### src/rtl/pc_flag_unit.sv
// PC and status-flag stage behind the KGPRISC ALU: flag register, branch resolution, next-PC select.
// Optional taken-branch counter on br_count when KGP_BRANCH_COUNT_EN is defined.
module pc_flag_unit #(
    parameter int unsigned     PC_W     = 32,
    parameter logic [PC_W-1:0] RESET_PC = '0,
    parameter int unsigned     INSTR_B  = 4
) (
    input  logic            clk,
    input  logic            rst_n,
    input  logic            pc_en,
    input  logic            flag_we,
    input  logic            carry_in,
    input  logic            zero_in,
    input  logic            ovf_in,
    input  logic            sign_in,
    input  logic            br_valid,
    input  logic [2:0]      br_op,
    input  logic [PC_W-1:0] rs_val,
    input  logic [PC_W-1:0] br_addr,
    output logic [PC_W-1:0] pc,
    output logic [PC_W-1:0] link_addr,
    output logic            link_we,
    output logic [3:0]      flags,
`ifdef KGP_BRANCH_COUNT_EN
    output logic [31:0]     br_count,
`endif
    output logic            br_taken
);

    localparam logic [2:0] OP_BR   = 3'b000;
    localparam logic [2:0] OP_BLTZ = 3'b001;
    localparam logic [2:0] OP_BZ   = 3'b010;
    localparam logic [2:0] OP_BNZ  = 3'b011;
    localparam logic [2:0] OP_B    = 3'b100;
    localparam logic [2:0] OP_BL   = 3'b101;
    localparam logic [2:0] OP_BCY  = 3'b110;
    localparam logic [2:0] OP_BNCY = 3'b111;

    localparam logic [PC_W-1:0] ALIGN_MASK = ~PC_W'(3);

    logic            cond;
    logic            taken;
    logic [PC_W-1:0] target;
    logic [PC_W-1:0] pc_next;

    // Branch condition uses the registered (pre-update) carry flag.
    always_comb begin
        cond = 1'b0;
        case (br_op)
            OP_BR:   cond = 1'b1;
            OP_BLTZ: cond = rs_val[PC_W-1];
            OP_BZ:   cond = (rs_val == '0);
            OP_BNZ:  cond = (rs_val != '0);
            OP_B:    cond = 1'b1;
            OP_BL:   cond = 1'b1;
            OP_BCY:  cond = flags[3];
            OP_BNCY: cond = ~flags[3];
            default: cond = 1'b0;
        endcase
    end

    always_comb begin
        target    = ((br_op == OP_BR) ? rs_val : br_addr) & ALIGN_MASK;
        taken     = br_valid & cond;
        link_addr = pc + PC_W'(INSTR_B);
        link_we   = pc_en & br_valid & (br_op == OP_BL);
        pc_next   = taken ? target : link_addr;
    end

    always_ff @(posedge clk or negedge rst_n) begin
        if (!rst_n) begin
            pc       <= RESET_PC;
            flags    <= 4'b0;
            br_taken <= 1'b0;
        end else begin
            br_taken <= pc_en & taken;
            if (pc_en) begin
                pc <= pc_next;
                if (flag_we) flags <= {carry_in, zero_in, ovf_in, sign_in};
            end
        end
    end

`ifdef KGP_BRANCH_COUNT_EN
    // Saturating count of taken branches, updated on the same edge as br_taken.
    always_ff @(posedge clk or negedge rst_n) begin
        if (!rst_n) begin
            br_count <= 32'h0;
        end else if (pc_en && taken && (br_count != 32'hFFFF_FFFF)) begin
            br_count <= br_count + 32'd1;
        end
    end
`endif

endmodule

### config.mk
export PLATFORM = sky130hd
export DESIGN_NAME = pc_flag_unit
export DESIGN_NICKNAME = d
export VERILOG_FILES = /design/src/rtl/pc_flag_unit.sv
export SDC_FILE = /design/constraint.sdc
export NUM_CORES = 1
export LEC_CHECK = 0
export CORE_MARGIN = 2
export CORE_UTILIZATION = 37
export DETAILED_ROUTE_END_ITERATION = 8
export PLACE_DENSITY_LB_ADDON = 0.2
export SYNTH_ARGS = -nofsm -noshare
export SYNTH_HDL_FRONTEND = slang
export SYNTH_SLANG_ARGS = --single-unit
### constraint.sdc
create_clock -name clk -period 2.33 [get_ports clk]
set_clock_uncertainty 0.1 [all_clocks]
set_input_delay 0.3495 -clock clk [delete_from_list [all_inputs] [get_ports clk]]
set_output_delay 0.3495 -clock clk [all_outputs]
set_load 0.01 [all_outputs]
==> results of run 1 <==
-- cell families (layout without fill, tap and decap cells) --
logic type,Yosys count,after routing,synth area share (%)
DFF,35,35,30.1
adders and majority gates,1,1,0.430
muxes,36,36,13.7
and+or+nand+nor,136,136,28.3
other,1,4,0.129
AOI/OAI and AO/OA,46,46,12.0
xor gates and xnor gates,29,29,8.73
buffers and inverters,44,276,6.58
-- Yosys cell counts (6+ instances only) --
cell	instances
xnor2_1	25
mux2_2	30
nor2_1	6
mux2i_1	6
or4_1	8
buf_2	6
nand3_1	20
o211ai_1	7
dfrtp_1	35
nor4_1	8
nand2_1	35
and3_1	9
nor2b_1	8
o221ai_1	10
inv_1	19
clkbuf_1	14
a31oi_1	7
nand4_1	10
-- where the power goes --
part | leakage (nW) | switching (mW) | total, mW | internal, mW
combinational | 2.06 | 0.844 | 1.84 | 1.00
sequential | 0.412 | 0.104 | 0.832 | 0.728
clock | 0.0612 | 0.250 | 0.597 | 0.347
-- registers in the layout (all words and copies together), names as in the netlist --
register / count
br_taken: 1
pc: 30
flags: 4
-- metrics by stage --
stage	utilization, %	cells	hold WS, ns
finish	74.9	665	0.0696
detailed placement	63.9	619	0.393
CTS	70.5	652	0.0847
global route	74.9	665	0.123
floorplan	-	331	-0.0461
global placement	63.9	619	0.388
-- what timing repair did --
action	CTS	global route
hold buffers	0	0
setup endpoints to repair	57	54
resized for setup	217	73
cloned	5	1
pin swaps	41	42
setup buffers	20	16
hold endpoints to repair	0	0
-- per-layer routing --
metal	global-route usage [%]	up-vias	share of wire, %
li1	-	1678	-
met1	32.0	1810	36
met2	52.2	222	51
met3	5.94	35	9.1
met4	9.80	0	3.6
met5	0	-	0
-- worst paths after layout --
| kind | from | end | slack, ns |
|---|---|---|---|
| worst min-delay path | rst_n | pc[13]$_DFFE_PN0P_ | 0.07 |
| worst min register to register | flags[2]$_DFFE_PN0P_ | flags[2]$_DFFE_PN0P_ | 0.41 |
| worst max-delay path | pc[2]$_DFFE_PN0P_ | link_addr[24] | -0.13 |
| max in group asynchronous | rst_n | flags[3]$_DFFE_PN0P_ | 1.51 |
| min in group clk | rs_val[11] | pc[11]$_DFFE_PN0P_ | 0.39 |
| worst max register to register | pc[5]$_DFFE_PN0P_ | pc[17]$_DFFE_PN0P_ | 0.08 |
-- area by class of cell --
class / instances / area share (%)
timing repair buffer: 249 / 38.9
multi-input combinational: 252 / 40.3
clock buffer: 6 / 1.43
sequential: 35 / 15.2
inverter: 19 / 1.24
clock inverter: 2 / 0.609
tap: 102 / 2.22
==> impl_metrics.tcl, run 1 <==
set metrics [dict create \
    port_buffers 139 \
    syn2layout_area_growth_pct 97.9 \
    syn_inst 328 \
    p_leak_nw 2.53 \
    grt_max_degree 64 \
    first_pass_iters 5 \
    critPathMaxFanout 3 \
    synth_warnings 0 \
    path_depth 7 \
    synth_flop_cell "dfrtp_1" \
    clock_path_buffers 2 \
    setup_slack_ns -0.131 \
    min_path_type "primary input to asynchronous set/reset pin" \
    synth.distinct_cells 49 \
    outcome "finished, violations left" \
    die_h_um 92.7 \
    total_power_mw 3.27 \
    initial_core_util_pct 37.8 \
    ir_drop_mv 0.305 \
    place_area_um2 4920 \
    powerDensity_nw_per_um2 569 \
    end_kind "primary output" \
    crit_path_frequent_cell "and4_4" \
    drv_cap 0 \
    grt.overflow.total 0 \
    via_per_inst 5.63 \
    die_area_um2 8590 \
    period_minus_slack_ns 2.46 \
    cp-start-kind "flip-flop" \
    final-hold-violation-count 0 \
    worst-endpoint-arrival_ns 2.01 \
    grt.total_usage_pct 28.2 \
    syn_area_um2 2910 \
    async_flop_share_pct 100 \
    final_common_cell "buf_4" \
    drtAntennaViolNets 0 \
    grt_pass1_wl_mm 19.1 \
    coreArea_um2 7690 \
    first_global_vias 3819 \
    critical_path_buf_inv_count 1 \
    drc_errors 0 \
    tritoncts "built" \
    routabilityCongestion 0.891 \
    numCtsBuffers 5 \
    drt_wl_total_mm 13.0 \
    num_rows 32 \
    worstPathCellList "ha_2, and4_4, nor2b_4, and4_4, and3_4, xor2_2, buf_2" \
    num_vias 3745 \
    fill_cells 530 \
    place_ws_ns -0.580 \
    htree_levels 2 \
    path_class "flip-flop to primary output" \
    antenna_found_initial 0 \
    ios 146 \
    regArea_um2 876 \
    max_freq_mhz 406 \
    critPathMaxStageDelay_ns 0.37 \
    synth_area_leaders "dfrtp_1 (30%), mux2_2 (12%), xnor2_1 (7.5%), nand2_1 (4.5%), nand3_1 (3.4%)" \
    slew_viol_final 0 \
    worstMarginPinSlew_ns 0.875 \
    num-nets-final 639 \
    synth_edf_count 0 \
    final_cell_mix "buf_4 (88), clkdlybuf4s50_1 (77), dfrtp_1 (35)" \
    cts_root_buf "clkbuf_8" \
    drive_gt1_share_pct 47.8 \
    multi_input_area_um2 2320 \
    cp_slowest_cell "dfrtp_1" \
    yosysTopAreaCell "dfrtp_1" \
    cts.reportedPaths.clkPinSlew_ns 0.09 \
    die_w_um 92.7 \
    violations "negative setup slack" \
    crit_required_ns 1.88 \
    ys_seq_elements 35 \
    clk_latency_ns 0.29 \
    cts.sinks 35 \
    yosysSeqAreaShare_pct 30.1 \
    dp_hpwl_mm 8.15 \
    routedWlPerCell_um 19.5 \
    crit_family "simple AND/OR/NAND/NOR gates" \
    synth_top_area_share_pct 30.1 \
    finalSetupViolations 13 \
    drtIter0Drc 251 \
    r2r_cells 9 \
    rsz0062_at_grt "yes" \
    setup_tns_ns -0.712 \
    slew_headroom_pct 41.7 \
    design_area_um2 5760 \
    avgSynthCellArea_um2 8.87 \
    insertedDiodeCount 0 \
    post-route-period-util_pct 106 \
]
Note: power is estimated with default switching activity, not from simulation.
==> inputs of run 2 (changes only) <==
- GPL_TIMING_DRIVEN: not set -> 0
==> run 2 against run 1 <==
Effect of this change: the run still ends with negative setup slack left; register-to-register slack lost 0.06 ns; design area shrank 7.8%; sequential cell count stayed put; clock power fell by 27%; routed wire length shrank 1.4%; global-route usage grew 0.69 points; core utilization down 5.8 points; via count fell by 3.6%; worst hold slack got worse by 0.019 ns; fmax shrank 5.8%; combinational power is 11% lower; setup slack worse by 0.15 ns; largest cell class unchanged.
==> impl_metrics.tcl, run 2 (synthesized netlist as in run 1, its figures left out) <==
set metrics [dict create \
    outcome "finished, violations left" \
    violations "negative setup slack" \
    critical_path_buf_inv_count 4 \
    num_vias 3611 \
    syn2layout_area_growth_pct 82.5 \
    tritoncts "built" \
    drv_cap 0 \
    final_cells 640 \
    htree_levels 2 \
    setup_slack_ns -0.282 \
    die_h_um 92.7 \
    ir_drop_mv 0.273 \
    slew_viol_final 0 \
    worstMarginPinSlew_ns 0.838 \
    drt_wl_total_mm 12.8 \
    final-hold-violation-count 0 \
    die_w_um 92.7 \
    numCtsBuffers 5 \
    port_buffers 139 \
    clk_latency_ns 0.30 \
    via_per_inst 5.64 \
    coreArea_um2 7690 \
    slew_headroom_pct 44.2 \
    ios 146 \
    clock_path_buffers 2 \
    crit_required_ns 1.88 \
    antenna_found_initial 1 \
    drtIter0Drc 252 \
    fill_cells 622 \
    critPathMaxFanout 4 \
    dp_hpwl_mm 8.45 \
    cp-start-kind "flip-flop" \
    drtAntennaViolNets 0 \
    cp_slowest_cell "dfrtp_1" \
    regMostFlops "pc" \
    final_cell_mix "clkdlybuf4s50_1 (75), buf_4 (54), mux2_2 (30)" \
    end_kind "primary output" \
    grt.overflow.total 0 \
    grt_pass1_wl_mm 19.3 \
    finalSetupViolations 15 \
    post-route-period-util_pct 112 \
    routedWlPerCell_um 20.0 \
    crit_path_frequent_cell "buf_4" \
    die_area_um2 8590 \
    cts.reportedPaths.clkPinSlew_ns 0.08 \
    drive_gt1_share_pct 43.6 \
    max_freq_mhz 383 \
    largest_registers "pc x30, flags x4, br_taken x1" \
    path_class "flip-flop to primary output" \
    p_leak_nw 2.29 \
    worstPathCellList "buf_4, nand3_4, nor4_4, buf_4, buf_4, and3_4, nand2_2, xnor2_2, buf_2" \
    first_global_vias 3628 \
    first_pass_iters 5 \
    final_common_cell "clkdlybuf4s50_1" \
    grt.total_usage_pct 28.9 \
    dp.cells 572 \
    worst-endpoint-arrival_ns 2.16 \
    drc_errors 0 \
    cts.sinks 35 \
    period_minus_slack_ns 2.61 \
    largest_register_ffs 30 \
    powerDensity_nw_per_um2 557 \
    min_path_type "primary input to asynchronous set/reset pin" \
    cts_root_buf "clkbuf_8" \
    grt_max_degree 36 \
    crit_family "simple AND/OR/NAND/NOR gates" \
    place_ws_ns -1.18 \
    hold_buffers 0 \
    place_area_um2 4430 \
    design_area_um2 5310 \
    rsz0062_at_grt "yes" \
    num_rows 32 \
    initial_core_util_pct 37.8 \
    routabilityCongestion 0.870 \
    critPathMaxStageDelay_ns 0.39 \
    num-nets-final 615 \
]
-- run 2: power breakdown --
part,internal (mW),switching (mW),total [mW]
sequential,0.736,0.158,0.895
clock,0.200,0.235,0.435
combinational,0.877,0.750,1.63
-- run 2: final cells by class --
type | instances | area (um^2) | area share, %
Timing Repair Buffer | 204 | 1760 | 33.1
Sequential cell | 35 | 890 | 16.8
Clock buffer | 6 | 72.6 | 1.37
Inverter | 19 | 71.3 | 1.34
Buffer | 21 | 159 | 2.99
Antenna cell | 1 | 2.50 | 0.0471
Tap cell | 102 | 128 | 2.40
Multi-Input combinational cell | 252 | 2230 | 42.0
-- run 2: metrics by stage --
stage	utilization [%]	TNS [ns]	power (mW)	hold slack, ns
floorplan	-	0	1.48	-0.0461
global placement	57.7	-38.31	2.24	0.387
detailed placement	57.7	-35.27	2.26	0.394
CTS	66.7	-1.16	2.84	0.0945
global route	69.1	-3.32	3.10	0.126
finish	69.1	-1.72	2.96	0.0501
-- run 2: layer usage --
layer	global-route usage (%)	share of wire, %	up-vias
li1	-	-	1625
met1	35.3	39	1727
met2	49.8	48	213
met3	6.83	9.5	46
met4	10.2	3.8	0
met5	0	0	-
-- run 2: timing repair --
item,in CTS,in global routing
cloned,3,0
pin swaps,40,32
endpoints found under the hold margin,0,0
gates resized for setup,256,79
buffers inserted,48,19
setup endpoints to repair,58,54
-- run 2: path summary, 6_finish.rpt --
path	from	to	slack [ns]	cells past startpoint
max	pc[2]$_DFFE_PN0P_	link_addr[21]	-0.28	9
min	rst_n	pc[14]$_DFFE_PN0P_	0.05	1
max reg2reg	pc[2]$_DFFE_PN0P_	pc[21]$_DFFE_PN0P_	0.02	9
min reg2reg	flags[1]$_DFFE_PN0P_	flags[1]$_DFFE_PN0P_	0.41	1
max in group asynchronous	rst_n	pc[21]$_DFFE_PN0P_	1.49	1
min in group clk	rs_val[21]	pc[21]$_DFFE_PN0P_	0.38	4
==> inputs of run 3 (changes only) <==
- CORE_MARGIN: 2 -> 3
- CTS_CLUSTER_SIZE: not set -> 28
- GPL_TIMING_DRIVEN: 0 -> not set
==> run 3 against run 2 <==
Effect of this change: fmax grew 4.4%; design area grew 6.9%; critical path type unchanged; worst hold slack gained 0.0054 ns; register-to-register slack is essentially flat; via count shrank 0.42%; the run still ends with negative setup slack left; sequential power shrank 7.0%; final cell count grew 4.8%; power grew 6.0%.
==> impl_metrics.tcl, run 3 (synthesized netlist as in run 1, its figures left out) <==
set metrics [dict create \
    min_path_type "primary input to asynchronous set/reset pin" \
    drc_errors 0 \
    slew_viol_final 0 \
    switchingPower_mw 1.16 \
    drv_cap 0 \
    crit_required_ns 1.88 \
    grt_pass1_wl_mm 18.2 \
    total_power_mw 3.13 \
    tritoncts "built" \
    grt.overflow.total 0 \
    slew_headroom_pct 43.8 \
    worst-endpoint-arrival_ns 2.05 \
    insertedDiodeCount 0 \
    timing.hold.ws_ns 0.0555 \
    cts.reportedPaths.clkPinSlew_ns 0.07 \
    critPathMaxStageDelay_ns 0.41 \
    grt_max_degree 64 \
    coreArea_um2 7450 \
    syn2layout_area_growth_pct 95.1 \
    cp-start-kind "flip-flop" \
    dp.cells 618 \
    htree_levels 2 \
    die_w_um 94.7 \
    drtIter0Drc 114 \
    regMostFlops "pc" \
    grt_busiest_layer "met2" \
    grt_use_met1_pct 31.2 \
    clockPowerShare_pct 16.2 \
    crit_family "simple AND/OR/NAND/NOR gates" \
    outcome "finished, violations left" \
    cts_root_buf "clkbuf_8" \
    final-hold-violation-count 0 \
    setup_slack_ns -0.171 \
    initial_core_util_pct 39.1 \
    hold_buffers 0 \
    worstPathCellList "nand4_4, nor4b_4, buf_4, and4_4, and3_4, xor2_1, buf_2" \
    p_sw_share_pct 36.9 \
    drt_wl_total_mm 12.1 \
    antenna_found_initial 0 \
    dp_hpwl_mm 8.23 \
    max_freq_mhz 400 \
    powerDensity_nw_per_um2 552 \
    violations "negative setup slack" \
    worstMarginPinSlew_ns 0.843 \
    first_pass_iters 4 \
    routedWlPerCell_um 18.1 \
    routabilityCongestion 0.864 \
    num_rows 31 \
    met3_usage_pct 5.82 \
    grt.total_usage_pct 26.1 \
    port_buffers 139 \
    largest_register_ffs 30 \
    first_global_vias 3687 \
    drive_gt1_share_pct 46.0 \
    end_kind "primary output" \
    sequentialPowerShare_pct 26.6 \
    clock_path_buffers 2 \
    path_class "flip-flop to primary output" \
    num-nets-final 648 \
    drtAntennaViolNets 0 \
    period_minus_slack_ns 2.50 \
    final_cell_mix "buf_4 (96), clkdlybuf4s50_1 (77), dfrtp_1 (34)" \
    numCtsBuffers 5 \
    num_vias 3596 \
    largest_registers "pc x30, flags x4, br_taken x1" \
    die_area_um2 8960 \
    p_int_mw 1.98 \
    die_h_um 94.7 \
    final_cells 671 \
    cp_slowest_cell "dfrtp_1" \
    cts.sinks 35 \
    rsz0062_at_grt "yes" \
    ios 146 \
    ir_drop_mv 0.332 \
    p_leak_nw 2.55 \
    finalSetupViolations 17 \
    post-route-period-util_pct 107 \
    final_common_cell "buf_4" \
    critical_path_buf_inv_count 2 \
    critPathMaxFanout 3 \
    via_per_inst 5.36 \
    pwr-share-comb_pct 57.3 \
    clk_latency_ns 0.29 \
    grtUsageMet2_pct 46.3 \
]
==> run 3: timing repair <==
item / 4_1_cts / 5_1_grt
setup endpoints to repair: 57 / 49
gates resized for setup: 177 / 97
pin swaps: 37 / 41
buffers inserted: 25 / 30
endpoints found under the hold margin: 0 / 0
gates cloned: 1 / 2
==> run 3: worst paths after layout <==
check                                startpoint                    to  slack (ns)  cells after the start
max reg2reg                  pc[10]$_DFFE_PN0P_    pc[24]$_DFFE_PN0P_        0.02                      9
min reg2reg                flags[2]$_DFFE_PN0P_  flags[2]$_DFFE_PN0P_        0.42                      1
max in group asynchronous                 rst_n     pc[4]$_DFFE_PN0P_        1.49                      1
min                                       rst_n    pc[12]$_DFFE_PN0P_        0.06                      1
max                          pc[10]$_DFFE_PN0P_         link_addr[24]       -0.17                      7
min in group clk                      rs_val[2]     pc[2]$_DFFE_PN0P_        0.40                      3
==> run 3: power groups by stage <==
stage               sequential (mW)  combinational (mW)  clock [mW]
floorplan                     0.944               0.534           0
global route                  0.846                1.92       0.547
global placement              0.831                1.60           0
detailed placement            0.838                1.63           0
finish                        0.832                1.79       0.506
CTS                           0.824                1.67       0.515
==> run 3: cell type report <==
cell class / instances / area, um^2
clock buffers: 8 / 100
fillers: 537 / 1770
inverters: 19 / 71.3
multi-input cells: 252 / 2290
flip-flops and latches: 35 / 877
well taps: 99 / 124
repair buffers: 258 / 2210
==> run 3: worst reg2reg max path, delay by kind of cell, from the launching register on <==
family                 cells  cell delay, ns
buffers and inverters      3            0.36
DFF                        1            0.41
and+or+nand+nor            6            1.38
==> run 3: through the flow <==
stage	setup slack [ns]	util, %	area (um^2)	TNS (ns)
2_1_floorplan	0.000620	-	2920	0
3_3_place_gp	-0.544	65.7	4890	-17.95
3_5_place_dp	-0.654	65.7	4890	-21.12
4_1_cts	-0.179	71.0	5290	-1.42
5_1_grt	-0.276	76.2	5680	-4.02
6_report	-0.171	76.2	5680	-1.42
==> run 3: metal layers <==
metal / wire length [um] / share of wire (%)
met1: 4820 / 40
met2: 6210 / 51
met3: 876 / 7.2
met4: 208 / 1.7
met5: 0 / 0
